**config.mk**
```make
export PLATFORM = sky130hd
export DESIGN_NAME = onehot_demultiplexer_buffered_flat
export DESIGN_NICKNAME = d
export VERILOG_FILES = /design/src/rtl/onehot_demultiplexer_buffered_if.sv /design/src/rtl/onehot_demultiplexer_buffered.sv /design/src/flat_wrapper.sv
export SDC_FILE = /design/constraint.sdc
export NUM_CORES = 1
export LEC_CHECK = 0
export CAP_MARGIN = 25
export CORE_UTILIZATION = 25
export DETAILED_ROUTE_END_ITERATION = 12
export PLACE_DENSITY = 0.46
export SLEW_MARGIN = 20
export SYNTH_ARGS = -nofsm -noshare
export SYNTH_HDL_FRONTEND = slang
export SYNTH_SLANG_ARGS = --single-unit
export TNS_END_PERCENT = 20
```
**constraint.sdc**
```tcl
create_clock -name clk -period 2.57 [get_ports clk]
set_clock_uncertainty 0.2 [all_clocks]
set_input_delay 0.3855 -clock clk [delete_from_list [all_inputs] [get_ports clk]]
set_output_delay 0.3855 -clock clk [all_outputs]
set_load 0.005 [all_outputs]
```
**src/rtl/onehot_demultiplexer_buffered_if.sv**
```systemverilog
// Handshake bundle for the buffered one-hot demultiplexer.
// Master drives the upstream beat and downstream ready; slave is the demux.
interface onehot_demultiplexer_buffered_if #(
  parameter int SEL_WIDTH = 2,
  parameter int WIDTH     = 1
);
  logic                       i_valid;
  logic [WIDTH-1:0]           i_data;
  logic [SEL_WIDTH-1:0]       i_sel;
  logic                       o_ready;
  logic [SEL_WIDTH-1:0]       o_valid;
  logic [SEL_WIDTH*WIDTH-1:0] o_data;
  logic [SEL_WIDTH-1:0]       i_ready;
  logic                       o_err;
  logic [7:0]                 o_err_cnt;

  modport master (
    output i_valid, i_data, i_sel, i_ready,
    input  o_ready, o_valid, o_data, o_err, o_err_cnt
  );

  modport slave (
    input  i_valid, i_data, i_sel, i_ready,
    output o_ready, o_valid, o_data, o_err, o_err_cnt
  );
endinterface

```
**src/rtl/onehot_demultiplexer_buffered.sv**
```systemverilog
// One-hot demux behind a 2-entry FIFO; illegal selects are dropped and
// counted. Output data uses the channel-major packing of the one-hot mux.
module onehot_demultiplexer_buffered #(
  parameter int SEL_WIDTH = 2,
  parameter int WIDTH     = 1
) (
  input  logic clk,
  input  logic reset_n,
  onehot_demultiplexer_buffered_if.slave bus
);
  localparam logic [SEL_WIDTH-1:0] ONE = SEL_WIDTH'(1);

  logic [WIDTH-1:0]           mem_data [2];
  logic [SEL_WIDTH-1:0]       mem_sel  [2];
  logic                       head;
  logic                       tail;
  logic [1:0]                 count;
  logic [1:0]                 count_nx;
  logic                       ready_q;
  logic                       err_q;
  logic [7:0]                 cnt_q;
  logic                       legal;
  logic                       accept;
  logic                       push;
  logic                       pop;
  logic [SEL_WIDTH-1:0]       vld;
  logic [SEL_WIDTH*WIDTH-1:0] dat;

  assign legal  = (bus.i_sel != '0) &&
                  ((bus.i_sel & (bus.i_sel - ONE)) == '0);
  assign accept = bus.i_valid & ready_q;
  assign push   = accept & legal;
  assign pop    = |(vld & bus.i_ready);

  always_comb begin
    count_nx = count;
    unique case (1'b1)
      push & ~pop: count_nx = count + 2'd1;
      pop & ~push: count_nx = count - 2'd1;
      default:     count_nx = count;
    endcase
  end

  // Stored selects are always one-hot, so at most one slice is filled.
  always_comb begin
    vld = '0;
    dat = '0;
    if (count != 2'd0) begin
      vld = mem_sel[head];
      for (int k = 0; k < SEL_WIDTH; k++) begin
        if (mem_sel[head][k]) dat[k*WIDTH +: WIDTH] = mem_data[head];
      end
    end
  end

  always_ff @(posedge clk or negedge reset_n) begin
    if (!reset_n) begin
      for (int i = 0; i < 2; i++) begin
        mem_data[i] <= '0;
        mem_sel[i]  <= '0;
      end
      head    <= 1'b0;
      tail    <= 1'b0;
      count   <= 2'd0;
      ready_q <= 1'b0;
      err_q   <= 1'b0;
      cnt_q   <= 8'd0;
    end else begin
      if (push) begin
        mem_data[tail] <= bus.i_data;
        mem_sel[tail]  <= bus.i_sel;
        tail           <= ~tail;
      end
      if (pop) head <= ~head;
      count   <= count_nx;
      ready_q <= (count_nx != 2'd2);
      err_q   <= accept & ~legal;
      if (accept & ~legal & (cnt_q != 8'hFF)) cnt_q <= cnt_q + 8'd1;
    end
  end

  assign bus.o_ready   = ready_q;
  assign bus.o_valid   = vld;
  assign bus.o_data    = dat;
  assign bus.o_err     = err_q;
  assign bus.o_err_cnt = cnt_q;
endmodule

```
**src/flat_wrapper.sv**
```systemverilog
// flat-port wrapper written by rule: the top's interface ports become plain ports
module onehot_demultiplexer_buffered_flat 
#(
  parameter int SEL_WIDTH = 2,
  parameter int WIDTH     = 1
)
  (clk, reset_n, bus_i_valid, bus_i_data, bus_i_sel, bus_i_ready, bus_o_ready, bus_o_valid, bus_o_data, bus_o_err, bus_o_err_cnt);
  onehot_demultiplexer_buffered_if #(.SEL_WIDTH(SEL_WIDTH), .WIDTH(WIDTH)) bus_i ();
  input  logic clk;
  input  logic reset_n;
  input wire logic [$bits(bus_i.i_valid)-1:0] bus_i_valid;
  input wire logic [$bits(bus_i.i_data)-1:0] bus_i_data;
  input wire logic [$bits(bus_i.i_sel)-1:0] bus_i_sel;
  input wire logic [$bits(bus_i.i_ready)-1:0] bus_i_ready;
  output wire logic [$bits(bus_i.o_ready)-1:0] bus_o_ready;
  output wire logic [$bits(bus_i.o_valid)-1:0] bus_o_valid;
  output wire logic [$bits(bus_i.o_data)-1:0] bus_o_data;
  output wire logic [$bits(bus_i.o_err)-1:0] bus_o_err;
  output wire logic [$bits(bus_i.o_err_cnt)-1:0] bus_o_err_cnt;
  assign bus_i.i_valid = bus_i_valid;
  assign bus_i.i_data = bus_i_data;
  assign bus_i.i_sel = bus_i_sel;
  assign bus_i.i_ready = bus_i_ready;
  assign bus_o_ready = bus_i.o_ready;
  assign bus_o_valid = bus_i.o_valid;
  assign bus_o_data = bus_i.o_data;
  assign bus_o_err = bus_i.o_err;
  assign bus_o_err_cnt = bus_i.o_err_cnt;
  onehot_demultiplexer_buffered #(.SEL_WIDTH(SEL_WIDTH), .WIDTH(WIDTH)) u_core (.clk(clk), .reset_n(reset_n), .bus(bus_i));
endmodule
```
==> metrics.txt <==
# TYPE chip_impl_metric gauge
chip_impl_metric{name="final_number_of_setup_violating_endpoints",unit=""} 0
chip_impl_metric{name="port_buffers",unit=""} 21
chip_impl_info{name="crit_type",value="flip-flop to output pin"} 1
chip_impl_info{name="hold_class",value="primary input to async pin"} 1
chip_impl_metric{name="number_of_cell_rows",unit=""} 22
chip_impl_metric{name="die_area",unit="mm²"} 0.00428
chip_impl_metric{name="post-place-ws",unit="ns"} 0.121
chip_impl_metric{name="nFillCells",unit=""} 380
chip_impl_metric{name="fin_total_pwr",unit="mW"} 1.47
chip_impl_info{name="result_of_the_run",value="finished, final reports clean"} 1
chip_impl_metric{name="cts_repair_resize_count",unit=""} 0
chip_impl_metric{name="yosysSeqAreaShare",unit=""} 0.498
chip_impl_metric{name="multiInputGateArea",unit="µm²"} 479
chip_impl_metric{name="die-width",unit="µm"} 65.4
chip_impl_info{name="crit_path_cell_trace",value="mux2i_1 > nor3_1 > clkdlybuf4s50_1"} 1
chip_impl_metric{name="synth.ff_latch_count",unit=""} 20
chip_impl_metric{name="drtPass1Iterations",unit=""} 2
chip_impl_metric{name="pwr_cell_area",unit="mW/mm²"} 1090
chip_impl_metric{name="seq_area",unit="µm²"} 500
chip_impl_info{name="crit_slowest_cell",value="sky130_fd_sc_hd__clkdlybuf4s50_1"} 1
chip_impl_metric{name="nets",unit=""} 128
chip_impl_metric{name="clk_lat_worst_skew",unit="ns"} 0.25
chip_impl_metric{name="post_route_cells_drive_above_1_share",unit=""} 0.190
chip_impl_metric{name="drt_wl_total",unit="µm"} 1990
chip_impl_metric{name="relative_slew_slack",unit=""} 0.809
chip_impl_metric{name="overflow_after_grt",unit=""} 0
chip_impl_metric{name="number_of_different_library_cells_in_the_post_synthesis_netlist",unit=""} 25
chip_impl_metric{name="boundaryPins",unit=""} 22
chip_impl_metric{name="clock.fmax",unit="MHz"} 452
chip_impl_metric{name="timing.setup.tns",unit="ns"} 0
chip_impl_metric{name="postCtsHoldBufs",unit=""} 0
chip_impl_metric{name="hold-worst-slack",unit="ns"} 0.278
chip_impl_metric{name="core_area",unit="mm²"} 0.00377
chip_impl_metric{name="drt-vias-per-instance",unit=""} 4.52
chip_impl_metric{name="antenna_found_initial",unit=""} 0
chip_impl_metric{name="fin_crit_sh",unit=""} 0.861
chip_impl_info{name="kind_of_launch_point_of_the_worst_setup_path",value="flip-flop"} 1
chip_impl_metric{name="h_tree_depth",unit=""} 1
chip_impl_metric{name="timing.final.hold_violations",unit=""} 0
chip_impl_metric{name="numClockSinks",unit=""} 20
chip_impl_metric{name="first_global_vias",unit=""} 751
chip_impl_metric{name="max-clock-path-buffers",unit=""} 2
chip_impl_metric{name="tightestPinTransition",unit="ns"} 0.278
chip_impl_metric{name="final_core_occ",unit=""} 0.358
chip_impl_metric{name="route.antenna.remaining_nets",unit=""} 0
chip_impl_metric{name="synth_cells",unit=""} 88
chip_impl_metric{name="cts-buffers-inserted",unit=""} 3
chip_impl_metric{name="max_cap_viol_count",unit=""} 0
chip_impl_metric{name="timing.critical_path.slowest_cell_delay",unit="ns"} 0.52
chip_impl_metric{name="gp_routability_congestion",unit=""} 0.824
chip_impl_metric{name="synthesis.area",unit="mm²"} 0.00101
chip_impl_metric{name="worstPathRequired",unit="ns"} 1.98
chip_impl_metric{name="place.detailed.hpwl",unit="µm"} 1590
chip_impl_metric{name="timing.final.ws_setup",unit="ns"} 0.356
chip_impl_metric{name="mappedNetlistNets",unit=""} 98
chip_impl_metric{name="p_leak",unit="nW"} 0.563
chip_impl_metric{name="first_pass_grt_wire_length",unit="µm"} 3530
chip_impl_metric{name="globalRouteTotalUtil",unit=""} 0.106
chip_impl_info{name="cts.root.buffer_cell",value="sky130_fd_sc_hd__clkbuf_8"} 1
chip_impl_info{name="tritoncts",value="done"} 1
chip_impl_metric{name="detail_route.iter0.violations",unit=""} 14
chip_impl_metric{name="post_drt_wl_per_cell",unit="µm"} 12.2
chip_impl_metric{name="post-route-min-period",unit="ns"} 2.21
chip_impl_metric{name="start_util",unit=""} 0.267
chip_impl_metric{name="critical_path.max_fanout",unit=""} 4
chip_impl_info{name="grt_setup_unrepaired",value="no"} 1
chip_impl_metric{name="timing_max_transition_violations_final",unit=""} 0
chip_impl_info{name="end_kind",value="output pin"} 1
chip_impl_metric{name="syn_avg_cell_area",unit="µm²"} 11.4
chip_impl_metric{name="timing.critical_path.arrival",unit="ns"} 1.63
chip_impl_metric{name="clk_pin_slew_worst_paths",unit="ns"} 0.07
chip_impl_metric{name="synthesis.yosys.warnings",unit=""} 0
chip_impl_metric{name="worst_ir_drop_vdd",unit="V"} 0.000296
chip_impl_metric{name="dieHeight",unit="µm"} 65.4
chip_impl_metric{name="postCtsSetupRepairBufs",unit=""} 0
chip_impl_metric{name="largest_net_degree_at_the_start_of_global_routing",unit=""} 21
chip_impl_metric{name="n_antenna_cell",unit=""} 0
chip_impl_metric{name="via_count",unit=""} 742
chip_impl_metric{name="area_delta_synth_final",unit="%"} 34.3
chip_impl_metric{name="route.detailed.drc",unit=""} 0
## cells in the mapped netlist
cell type | number | area share
sky130_fd_sc_hd__mux2_2 | 8 | 0.090
sky130_fd_sc_hd__o31a_2 | 1 | 0.010
sky130_fd_sc_hd__or2_2 | 1 | 0.0062
sky130_fd_sc_hd__xnor2_1 | 5 | 0.044
sky130_fd_sc_hd__nor3_1 | 6 | 0.030
sky130_fd_sc_hd__nand4_1 | 2 | 0.012
sky130_fd_sc_hd__nor2_1 | 4 | 0.015
sky130_fd_sc_hd__o21bai_1 | 1 | 0.0075
sky130_fd_sc_hd__xor2_1 | 1 | 0.0087
sky130_fd_sc_hd__inv_1 | 6 | 0.022
sky130_fd_sc_hd__o21a_1 | 1 | 0.0075
sky130_fd_sc_hd__xor2_2 | 1 | 0.016
sky130_fd_sc_hd__mux2_4 | 2 | 0.030
sky130_fd_sc_hd__nand2b_1 | 1 | 0.0062
sky130_fd_sc_hd__ha_1 | 2 | 0.025
sky130_fd_sc_hd__o22ai_1 | 1 | 0.0062
sky130_fd_sc_hd__clkbuf_1 | 1 | 0.0037
sky130_fd_sc_hd__o2111ai_1 | 1 | 0.0087
sky130_fd_sc_hd__nand4_4 | 1 | 0.021
sky130_fd_sc_hd__o21ai_0 | 6 | 0.030
sky130_fd_sc_hd__nand2_1 | 4 | 0.015
sky130_fd_sc_hd__mux2i_1 | 5 | 0.050
sky130_fd_sc_hd__nor4_1 | 3 | 0.019
sky130_fd_sc_hd__nand3_1 | 4 | 0.020
sky130_fd_sc_hd__dfrtp_1 | 20 | 0.50
## final timing paths
kind                                     from                 endpoint  slack, ns  depth (start not counted)
setup / recovery                  u_core.head            bus_o_data[0]       0.36                          3
hold / removal                        reset_n  u_core.bus.o_err_cnt[7]       0.28                          2
setup reg to reg                  u_core.head          u_core.count[1]       0.41                          5
hold reg to reg            u_core.mem_data[1]       u_core.mem_data[1]       0.31                          1
max in group asynchronous             reset_n        u_core.mem_sel[3]       1.68                          2
min in group clk           u_core.mem_data[1]       u_core.mem_data[1]       0.31                          1
## sequential cells by signal, indices dropped and copies added, names as in the netlist
name                  flops
u_core.bus.o_err_cnt      8
u_core.mem_sel            4
u_core.count              2
u_core.mem_data           2
u_core.bus.o_err          1
u_core.bus.o_ready        1
u_core.head               1
u_core.tail               1
## per-stage QoR
stage	cells	cell area, µm²
floorplan	88	1010
finish	164	1350
detailed placement	161	1310
global placement	161	1310
global route	164	1350
CTS	164	1350
## cells in the final DEF (no fill, tap or decap), types with 2 or more instances in the layout
master / instances
sky130_fd_sc_hd__buf_4: 5
sky130_fd_sc_hd__clkbuf_8: 3
sky130_fd_sc_hd__clkdlybuf4s50_1: 21
sky130_fd_sc_hd__dfrtp_1: 20
sky130_fd_sc_hd__ha_1: 2
sky130_fd_sc_hd__inv_1: 6
sky130_fd_sc_hd__mux2_2: 8
sky130_fd_sc_hd__mux2_4: 2
sky130_fd_sc_hd__mux2i_1: 5
sky130_fd_sc_hd__nand2_1: 4
sky130_fd_sc_hd__nand3_1: 4
sky130_fd_sc_hd__nand4_1: 2
sky130_fd_sc_hd__nor2_1: 4
sky130_fd_sc_hd__nor3_1: 6
sky130_fd_sc_hd__nor4_1: 3
sky130_fd_sc_hd__o21ai_0: 6
sky130_fd_sc_hd__xnor2_1: 5
## power by group
part	internal (mW)	switching, mW
registers	0.450	0.148
clock network	0.104	0.0932
logic	0.408	0.263
## logic make-up (layout without fill, tap and decap cells)
group                    after synthesis  after routing  synth area share
buffers and inverters                  7             35            0.0261
adder cells (fa/ha/maj)                2              2            0.0249
flip-flops                            20             20             0.498
AND/OR/NAND/NOR                       26             26             0.144
XOR/XNOR                               7              7            0.0684
AO/OA/AOI/OAI                         11             11            0.0697
multiplexers                          15             15             0.169
## routing by layer
metal,GRT usage,share of wire,vias up
met5,0,0,-
met4,0.0408,0.010,0
met3,0.0156,0.020,2
met2,0.169,0.48,7
met1,0.144,0.49,360
li1,-,-,373
## cell type report
type / count / share of cell area
Clock buffer: 3 / 0.0306
Timing Repair Buffer: 26 / 0.183
Inverter: 6 / 0.0167
Tap cell: 48 / 0.0444
Sequential cell: 20 / 0.370
Multi-Input combinational cell: 61 / 0.355
## critical path: cells and delay by family (launching register included)
kind	cells	cell delay (ns)
flops	1	0.46
simple gates	1	0.20
mux	1	0.19
buf+inv	1	0.52
Power figures use the tool's default switching activity.
